### src/rtl/micro_ucr_pkg.sv
// Shared types and widths for the micro_ucr nonce-search controller.
package micro_ucr_pkg;

    localparam int HASH_W    = 24;
    localparam int NONCE_W   = 32;
    localparam int PAYLOAD_W = 96;
    localparam int BLOCK_W   = 128;

    typedef enum logic [2:0] {
        ST_IDLE  = 3'd0,
        ST_LOAD  = 3'd1,
        ST_RUN   = 3'd2,
        ST_CHECK = 3'd3,
        ST_DONE  = 3'd4,
        ST_EXH   = 3'd5
    } state_t;

endpackage

### src/rtl/micro_ucr_target_cmp.sv
// Hit rule: both upper hash bytes strictly below the target (unsigned).
module micro_ucr_target_cmp
    import micro_ucr_pkg::*;
(
    input  logic [HASH_W-1:0] i_hash,
    input  logic [7:0]        i_target,
    output logic              o_hit
);

    always_comb begin
        o_hit = (i_hash[23:16] < i_target) && (i_hash[15:8] < i_target);
    end

endmodule

### src/rtl/micro_ucr_nonce_ctrl.sv
// Nonce-search controller: restarts the hash core per nonce, waits CORE_LAT
// cycles, then checks the hash against the captured target.
module micro_ucr_nonce_ctrl
    import micro_ucr_pkg::*;
#(
    parameter int unsigned        CORE_LAT  = 34,
    parameter logic [NONCE_W-1:0] MAX_NONCE = 32'hFFFF_FFFF
) (
    input  logic                 clk,
    input  logic                 reset,
    input  logic                 start,
    input  logic [PAYLOAD_W-1:0] payload,
    input  logic [7:0]           target,
    input  logic [HASH_W-1:0]    hash_in,
    output logic                 core_reset_L,
    output logic [BLOCK_W-1:0]   bloque_out,
    output logic                 fin,
    output logic                 busy,
    output logic                 found,
    output logic                 exhausted,
    output logic [NONCE_W-1:0]   nonce_out,
    output logic [HASH_W-1:0]    hash_out
);

    localparam logic [7:0] LAT_LAST = 8'(CORE_LAT - 1);

    state_t                 r_state;
    state_t                 w_next;
    logic [PAYLOAD_W-1:0]   r_payload;
    logic [7:0]             r_target;
    logic [NONCE_W-1:0]     r_nonce;
    logic [7:0]             r_cyc_cnt;
    logic [NONCE_W-1:0]     r_nonce_out;
    logic [HASH_W-1:0]      r_hash_out;
    logic [BLOCK_W-1:0]     r_bloque;
    logic                   w_hit;

    micro_ucr_target_cmp u_cmp (
        .i_hash   (hash_in),
        .i_target (r_target),
        .o_hit    (w_hit)
    );

    always_comb begin
        w_next       = r_state;
        core_reset_L = 1'b0;
        fin          = 1'b0;
        busy         = 1'b0;
        found        = 1'b0;
        exhausted    = 1'b0;
        unique case (r_state)
            ST_IDLE: begin
                if (start) w_next = ST_LOAD;
            end
            ST_LOAD: begin
                busy   = 1'b1;
                w_next = ST_RUN;
            end
            ST_RUN: begin
                busy         = 1'b1;
                core_reset_L = 1'b1;
                if (r_cyc_cnt == LAT_LAST) w_next = ST_CHECK;
            end
            ST_CHECK: begin
                busy         = 1'b1;
                core_reset_L = 1'b1;
                fin          = 1'b1;
                if (w_hit)                     w_next = ST_DONE;
                else if (r_nonce == MAX_NONCE) w_next = ST_EXH;
                else                           w_next = ST_LOAD;
            end
            ST_DONE: begin
                core_reset_L = 1'b1;
                fin          = 1'b1;
                found        = 1'b1;
                if (start) w_next = ST_LOAD;
            end
            ST_EXH: begin
                core_reset_L = 1'b1;
                fin          = 1'b1;
                exhausted    = 1'b1;
                if (start) w_next = ST_LOAD;
            end
            default: w_next = ST_IDLE;
        endcase
    end

    // bloque_out is only rewritten on the edge that enters LOAD.
    always_ff @(posedge clk) begin
        if (reset) begin
            r_state     <= ST_IDLE;
            r_payload   <= '0;
            r_target    <= '0;
            r_nonce     <= '0;
            r_cyc_cnt   <= '0;
            r_nonce_out <= '0;
            r_hash_out  <= '0;
            r_bloque    <= '0;
        end else begin
            r_state <= w_next;
            unique case (r_state)
                ST_IDLE, ST_DONE, ST_EXH: begin
                    if (start) begin
                        r_payload <= payload;
                        r_target  <= target;
                        r_nonce   <= '0;
                        r_bloque  <= {payload, {NONCE_W{1'b0}}};
                    end
                end
                ST_LOAD: r_cyc_cnt <= '0;
                ST_RUN:  r_cyc_cnt <= r_cyc_cnt + 8'd1;
                ST_CHECK: begin
                    if (w_hit) begin
                        r_nonce_out <= r_nonce;
                        r_hash_out  <= hash_in;
                    end else if (r_nonce != MAX_NONCE) begin
                        r_nonce  <= r_nonce + 32'd1;
                        r_bloque <= {r_payload, r_nonce + 32'd1};
                    end
                end
                default: ;
            endcase
        end
    end

    assign bloque_out = r_bloque;
    assign nonce_out  = r_nonce_out;
    assign hash_out   = r_hash_out;

endmodule

### config.mk
export PLATFORM = sky130hd
export DESIGN_NAME = micro_ucr_nonce_ctrl
export DESIGN_NICKNAME = d
export VERILOG_FILES = /design/src/rtl/micro_ucr_pkg.sv /design/src/rtl/micro_ucr_target_cmp.sv /design/src/rtl/micro_ucr_nonce_ctrl.sv
export SDC_FILE = /design/constraint.sdc
export NUM_CORES = 1
export LEC_CHECK = 0
export CORE_MARGIN = 4
export CORE_UTILIZATION = 25
export DETAILED_ROUTE_END_ITERATION = 10
export RECOVER_POWER = 25
export SLEW_MARGIN = 20
export SYNTH_ARGS = -nofsm -noshare
export SYNTH_HDL_FRONTEND = slang
export SYNTH_SLANG_ARGS = --single-unit
### constraint.sdc
create_clock -name clk -period 3.1 [get_ports clk]
set_input_delay 0.62 -clock clk [delete_from_list [all_inputs] [get_ports clk]]
set_output_delay 0.62 -clock clk [all_outputs]
set_load 0.005 [all_outputs]
### Word-level counts from Yosys, hierarchy flattened

Index checks and enable logic that the tools add are counted.

* register bits after elaboration: 331
* output and inout bits: 189
* input port bits: 131

* reduce and logical (&&, ||, !) cells: 12
* equal/unequal tests: 12
* add/sub/neg operators: 2
* magnitude comparators: 2
* multiplexer cells: 19

Operator list (count)
* 128-bit 2-to-1 mux: 3
* 128-bit one-hot mux with 2 select lines: 1
* 32-bit 2-to-1 mux: 3
* 32-bit one-hot mux with 2 select lines: 1
* 32-bit by 1-bit adder with 32-bit output, second input constant: 1
* 32-bit equality test, second input constant: 1
* 32-bit != test, second input constant: 1
* 8-bit < comparator: 2
* 8-bit one-hot mux with 2 select lines: 1
* 3-bit 2-to-1 mux: 4
* 3-bit one-hot mux with 4 select lines: 1
* 3-bit OR reduction: 3
* 8-bit by 1-bit adder with 8-bit output, second input constant: 1
* 8-bit by 6-bit equality test with 1-bit output, second input constant: 1
* 3-bit by 2-bit equality test with 1-bit output, second input constant: 2
* 3-bit equality test, second input constant: 2
* 2-bit != test, second input constant: 3
* 2-bit AND reduction: 3
* 1-bit 2-to-1 mux: 5
* 4-bit AND reduction: 1
* 2-bit nonzero test: 2
* 4-bit OR reduction: 1
* 3-bit by 1-bit equality test with 1-bit output, second input constant: 1
* 3-bit zero test: 1
* other kinds (2): 2

### Longest topological paths before layout

Gate-level depths: netlist of run 1.

* depth after elaboration: 4
* depth in mapped cells: 13
* gate-level depth less buffers: 10

### Modules after synthesis

Synthesis of run 1 repeated with hierarchy kept, for this count alone.

* cells, all modules: 1495
* area total of the unflattened synthesis: 12958.7 um2

Modules (own cells, without submodules)
* micro_ucr_nonce_ctrl: area each 12627.1 um2, instances 1, cells each 1455
* micro_ucr_target_cmp: area each 331.6 um2, instances 1, cells each 40

### Worst setup path before layout of run 1

No wires, ideal clock.

* path type: input port to flip-flop
* start: input port hash_in[14]
* end: register r_nonce_out[28], in the netlist nonce_out[28]
* cell stages on the path: 11
* arrival: 2.536 ns
* setup slack: 0.432 ns
* library setup time: 0.132 ns
* data required time: 2.968 ns
* cells stage by stage: ha_1 > a21oi_1 > nand2_1 > a22o_1 > nor4_1 > o21ai_1 > or2_2 > clkbuf_1 > buf_1 > nand2_1 > a21oi_1

* cells in the longest elaborated chain, start to end: 3

Ends and longest elaborated chain
* start, declared: RTL line micro_ucr_nonce_ctrl.sv:14 `input logic [HASH_W-1:0] hash_in,`
* 8-bit < comparator: RTL line micro_ucr_target_cmp.sv:11 `o_hit = (i_hash[23:16] < i_target) && (i_hash[15:8] < i_target);`
* 1-bit logical AND: RTL line micro_ucr_target_cmp.sv:11
* 2-bit AND reduction (no source line)
* end signal, assigned: RTL line micro_ucr_nonce_ctrl.sv:114 `r_nonce_out <= r_nonce;`
* end, declared: RTL line micro_ucr_nonce_ctrl.sv:33 `logic [NONCE_W-1:0] r_nonce_out;`

Every way passes these cells.
A chain may end at the register's enable or synchronous reset.

### Worst setup path in the final report of run 1

* start: input port hash_in[22]
* end: register r_bloque[52], in the netlist bloque_out[52]

* cells in the longest elaborated chain, start to end: 4

Ends and longest elaborated chain
* 8-bit < comparator: RTL line micro_ucr_target_cmp.sv:11
* 1-bit logical AND: RTL line micro_ucr_target_cmp.sv:11
* 2-bit != test (no source line)
* 4-bit AND reduction (no source line)
* end signal, assigned: RTL line micro_ucr_nonce_ctrl.sv:107 `r_bloque <= {payload, {NONCE_W{1'b0}}};`
* end signal, assigned: RTL line micro_ucr_nonce_ctrl.sv:118 `r_bloque <= {r_payload, r_nonce + 32'd1};`
* end, declared: RTL line micro_ucr_nonce_ctrl.sv:35 `logic [BLOCK_W-1:0] r_bloque;`

Every way passes these cells.

==> results of run 1 <==
stage by stage:
stage               TNS (ns)  power [W]  setup slack (ns)  utilization  cells
global placement      -29.11    0.00653            -0.273        0.335   2513
detailed placement    -33.49    0.00658            -0.301        0.335   2513
global route               0     0.0115            0.0941        0.359   2576
floorplan                  0    0.00558             0.432            -   1595
finish                     0     0.0109             0.238        0.359   2576
CTS                        0     0.0112             0.231        0.360   2575
worst max-delay path by stage:
stage | startpoint | endpoint | slack, ns | depth (start not counted)
after global placement | hash_in[22] | r_nonce[13] | -0.27 | 10
after detailed placement | hash_in[22] | bloque_out[52] | -0.30 | 10
after global routing | r_nonce[0] | bloque_out[52] | 0.09 | 9
after floorplan | hash_in[14] | nonce_out[28] | 0.43 | 11
final | hash_in[22] | bloque_out[52] | 0.24 | 10
after CTS | r_state[2] | fin | 0.23 | 4
worst max-delay path, stage by stage:
cell	delay, ns
clkdlybuf4s50_1	0.45
ha_1	0.34
nand4_1	0.10
a211oi_1	0.30
nor4_1	0.10
o21ai_1	0.22
a31o_4	0.38
buf_12	0.35
nor2_1	0.11
a311oi_2	0.26
kinds of logic (layout without fill, tap and decap cells):
logic type / after synthesis / in the layout / share of synthesized area
AO/OA/AOI/OAI: 372 / 372 / 0.228
multiplexers: 3 / 3 / 0.00243
other: 0 / 1 / 0
flip-flops: 299 / 299 / 0.464
buffers and inverters: 143 / 451 / 0.0501
XOR/XNOR: 1 / 1 / 0.000680
AND/OR/NAND/NOR: 760 / 760 / 0.238
adder cells (fa/ha/maj): 17 / 17 / 0.0165
sequential cells by signal, summed over array words and instances (netlist names):
| name | cells |
|---|---|
| r_state | 3 |
| nonce_out | 32 |
| bloque_out | 97 |
| r_cyc_cnt | 8 |
| r_nonce | 31 |
| hash_out | 24 |
| r_payload | 96 |
| r_target | 8 |
synth_stat cells, drive strengths merged, types with 2 or more instances:
cell type / instances
a21o: 12
nor3: 6
a31oi: 4
or2: 3
mux2i: 2
nand3: 17
or3: 6
o31ai: 6
ha: 17
o211ai: 3
nand4: 14
a22o: 4
and3: 7
a22oi: 2
nor3b: 5
and2: 2
buf: 31
nand2: 558
a211oi: 3
dfxtp: 299
nor2b: 3
a311oi: 96
o21a: 4
o21ai: 27
a31o: 7
o22ai: 3
o32ai: 4
nor4: 11
nor2: 121
clkbuf: 99
nand2b: 4
a21oi: 193
inv: 12
metal layers:
layer / track usage / wire length, µm / up-vias
li1: - / - / 6002
met1: 0.177 / 17800 / 5798
met2: 0.254 / 20700 / 305
met3: 0.0342 / 2520 / 67
met4: 0.0458 / 1050 / 2
met5: 0 / 12 / -
power by group:
part	internal, W	switching (W)
Clock	0.00279	0.00168
Sequential	0.00418	0.000189
Combinational	0.000979	0.00111
Total	0.00795	0.00298
final cells by class:
type                       instances  area share
antenna                            1    0.000138
clock buffer                      50      0.0581
clock inverter                    12      0.0109
inverter                          13     0.00268
multi-input combinational       1153       0.347
sequential                       299       0.329
tap                              672      0.0463
timing repair buffer             376       0.206
==> impl_metrics.ini, run 1 <==
[logic_synthesis]
ys_top_cells_by_area = dfxtp_1, nand2_1, a311oi_2, a21oi_1, nor2_1
synth_edf_count = 0
synth_ff_type = dfxtp_1
ys_seq_elements = 299
synthArstFlopShare = 0
syn_area_um2 = 12900
yosysTopAreaCellShare = 0.464
synth-seq-area-share = 0.464
synth_fp_nets = 1743
ys_warn_count = 0
synth_area_per_cell_um2 = 8.08
synth_cell_type_count = 54
yosys.area.top_type = dfxtp_1
syn_inst = 1595

[clocking]
cts_buffers = 36
clock_latency_ns = 0.54
clk_pin_slew_ns = 0.06
cts_max_level = 2
cts_tree = built
cts_num_sinks = 299
cts_resized = 0
cts_hold_buf = 0
root_buffer = clkbuf_16
clockBufferDepth = 3
cts_setup_buffers = 0

[timing]
holdWs_ns = 0.453
slew_viol_final = 71
maxClockFrequency_mhz = 349
grt_setup_unrepaired = no
final_hold_viol_count = 0
finalCriticalPeriod_ns = 2.86
worstMarginPinSlew_ns = 1.64
finalSetupViolCount = 0
max-slew-margin-rel = -0.0944
finalClockSkew_ns = 0.0243
fin_crit_sh = 0.923

[floorplan]
die_w_um = 235
die_h_um = 235
row_count = 82
core_area_um2 = 50600
start_util = 0.255
design.die.area_um2 = 55300
io_pins = 320

[cells_and_area]
final_nets = 2027
final_common_cell = nand2_1
mostFrequentLayoutCells = nand2_1, clkdlybuf4s50_1, dfxtp_1
stdcell_area_um2 = 18200
drive_above_1_share = 0.117
seq_area_um2 = 5990
fillers = 5146
multi_input_area_um2 = 6300
area_growth_pct = 41.0

[critical_path]
arrival_ns = 3.28
cp-start-kind = input port
rrSetupSlack_ns = 0.30
cp_data_required_time_ns = 3.51
r2r_cells = 9
critPathKind = in -> reg
path_max_fanout = 64
worst_r2r_endpoint = bloque_out[52]
worstReg2RegStart = r_nonce[0]
critPathCaptureType = register

[route]
vias_per_cell = 4.73
drt-total-wl_mm = 42.0
dr.pass1.iters = 5
drc_errors = 0
dr_total_vias = 12200
drt-initial-drc-count = 900
antenna_left = 0
wl_per_cell_um = 16.3

[worst_hold_path]
min_from = r_payload[28]
hold_depth = 2
min_path_type = reg -> reg
hold_path_end = r_payload[28]

[outcome]
status = finished with violations
violations = capacitance limit, slew limit

[power]
vdd_drop_max_uv = 296
leakage_nw = 6.47
cellPowerDensity_nw_per_um2 = 601

[run]
max-cap-violations = 1

[place]
dpl_cell_area_um2 = 16900
portBuffers = 319
gp_congestion = 0.785
dp_hpwl_mm = 27.8

[global_routing]
antenna_found_initial = 2
grt_max_degree = 154
grt_overflow = 0
gr-usage-all-layers = 0.145
grt_pass1_wl_mm = 66.6
grt_pass1_vias = 11700
Power figures use the tool's default switching activity.
==> run 2: changes to the inputs <==
Settings changed: ABC_AREA from default to 1.
==> run 2 against run 1 <==
Against the previous run: the flow now finishes without violations; synthesized cell count grew 25%; clock power is 4% lower; first-iteration DRC count rose by 8.6%; synthesized area rose by 4.6%; sequential share of layout area fell by 0.75 points; total power is 34% higher; core utilization is 0.82 points lower; global-route usage increased by 1.6 points; final area rose by 2.3%; critical path depth fell by 5; setup slack better by 0.085 ns; largest power group is now registers.
==> impl_metrics.ini, run 2 <==
[outcome]
status = completed

[floorplan]
die_w_um = 240
row_count = 84
die_h_um = 240
core_area_um2 = 53000
start_util = 0.255
io_pins = 320
design.die.area_um2 = 57700

[clocking]
cts_hold_buf = 0
clk_pin_slew_ns = 0.06
cts_max_level = 2
cts_buffers = 37
cts_setup_buffers = 0
root_buffer = clkbuf_16
cts_num_sinks = 299
clockBufferDepth = 3
cts_tree = built
cts_resized = 0
clock_latency_ns = 0.54

[cells_and_area]
multi_input_area_um2 = 6560
final_common_cell = nand2_1
final_nets = 2393
finalNonFillerCells = 2962
fillers = 5537
largest_reg_flops = 97
fin_util = 0.351
mostFrequentLayoutCells = nand2_1, nor2_1, dfxtp_1
stdcell_area_um2 = 18600
drive_above_1_share = 0.0507
seq_area_um2 = 5990
area_growth_pct = 37.9

[timing]
finalCriticalPeriod_ns = 2.78
slew_viol_final = 0
maxClockFrequency_mhz = 360
finalSetupViolCount = 0
worstMarginPinSlew_ns = 0.806
max-slew-margin-rel = 0.457
finalClockSkew_ns = 0.0203
tns_ns = 0
final_hold_viol_count = 0
grt_setup_unrepaired = no
fin_crit_sh = 0.896

[critical_path]
cp-start-kind = register
critPathCaptureType = output port
path_buf_inv = 2
critical_path.top_delay_family = buffers and inverters
cpMostUsedCell = nand2_1
cp.depth = 5
r2r_cells = 7
slowest_stage = clkdlybuf4s50_1
rrSetupSlack_ns = 0.47
worstPathCellList = nand2_1 -> nor2_4 -> inv_4 -> nand2_1 -> clkdlybuf4s50_1
path_max_fanout = 19
arrival_ns = 2.16
cpPeakStageDelay_ns = 0.53
critPathKind = reg -> out
cp_data_required_time_ns = 2.48

[logic_synthesis]
yosysMostFrequentCell = nand2_1
ys_warn_count = 0
ys_seq_elements = 299
syn_area_um2 = 13500
synth_fp_nets = 2136
synth_area_per_cell_um2 = 6.78
synthArstFlopShare = 0
synth_edf_count = 0
synth_ff_type = dfxtp_1
synth-seq-area-share = 0.444
synth_common_cells = nand2_1, nor2_1, dfxtp_1, o21ai_0, a21oi_1
yosys.area.top_type = dfxtp_1
synth_cell_type_count = 28
yosysTopAreaCellShare = 0.444
syn_inst = 1988
ys_top_cells_by_area = dfxtp_1, nand2_1, nor2_1, nand4_1, o21ai_0

[route]
dr_total_vias = 14100
wl_per_cell_um = 16.5
drc_errors = 0
drt-total-wl_mm = 48.8
antenna_left = 0
dr.pass1.iters = 6
vias_per_cell = 4.76
drt-initial-drc-count = 977

[place]
portBuffers = 319
dp_hpwl_mm = 33.1
dp.cells = 2894
gp_congestion = 0.863
dpl_cell_area_um2 = 17400

[global_routing]
grt_max_degree = 97
grt_pass1_vias = 13100
grt_overflow = 0
gr-usage-all-layers = 0.162
antenna_found_initial = 5
grt_pass1_wl_mm = 75.3

[power]
cellPowerDensity_nw_per_um2 = 789
leakage_nw = 7.53
vdd_drop_max_uv = 617

[worst_hold_path]
hold_depth = 2
min_path_type = reg -> reg

[run]
max-cap-violations = 0
run 2: changes by cell type in the layout (fill, tap and decap cells not counted), sizes merged, moves of 43 or more:
cell,before,now
o21ai,27,174
inv,12,85
nor2,121,359
a311oi,96,0
dlygate4sd3,10,53
clkdlybuf4s50,308,265
nand4,14,141
run 2: final timing paths:
check	startpoint	endpoint
worst max-delay path	r_state[0]	fin
worst min-delay path	bloque_out[115]	bloque_out[115]
worst max register to register	r_state[0]	r_payload[42]
worst min register to register	bloque_out[115]	bloque_out[115]
run 2: logic make-up after synthesis:
kind of cell             after synthesis  share of synthesized area
flip-flops                           299                      0.444
adder cells (fa/ha/maj)               17                     0.0158
AO/OA/AOI/OAI                        335                      0.126
buffers and inverters                231                     0.0713
XOR/XNOR                               5                    0.00325
AND/OR/NAND/NOR                     1101                      0.340
run 2: through the flow:
stage	worst slack (ns)	total power, W	hold slack, ns
floorplan	0.806	0.00820	0.439
global route	0.119	0.0156	0.475
finish	0.323	0.0147	0.458
global placement	0.0603	0.0104	0.448
detailed placement	0.0504	0.0105	0.453
CTS	0.279	0.0149	0.441
run 2: metal layers:
layer | share of wire | vias up | track usage | wire, µm
li1 | - | 7024 | - | -
met1 | 0.44 | 6590 | 0.211 | 21600
met2 | 0.47 | 408 | 0.268 | 23200
met3 | 0.055 | 78 | 0.0320 | 2680
met4 | 0.029 | 2 | 0.0556 | 1440
met5 | 0.00027 | - | 0 | 13
run 2: power breakdown:
| group | internal [W] | switching [W] | leakage, nW |
|---|---|---|---|
| logic | 0.00210 | 0.00299 | 4.50 |
| registers | 0.00473 | 0.000553 | 2.45 |
| clock network | 0.00259 | 0.00171 | 0.580 |
run 2: cell type report:
class	instances	area share
clock inverters	12	0.00814
well taps	688	0.0463
diodes	5	0.000673
multi-input cells	1458	0.353
flip-flops and latches	299	0.322
repair buffers	366	0.197
clock buffers	51	0.0558
inverters	83	0.0172
run 2: worst reg2reg max path: stages (launching register included):
cell and delay (ns):
dfxtp_1 0.40, inv_1 0.07, o21ai_0 0.64, nor2_4 0.09, inv_4 0.47, clkbuf_1 0.67, nor2_1 0.11, nor2_1 0.12
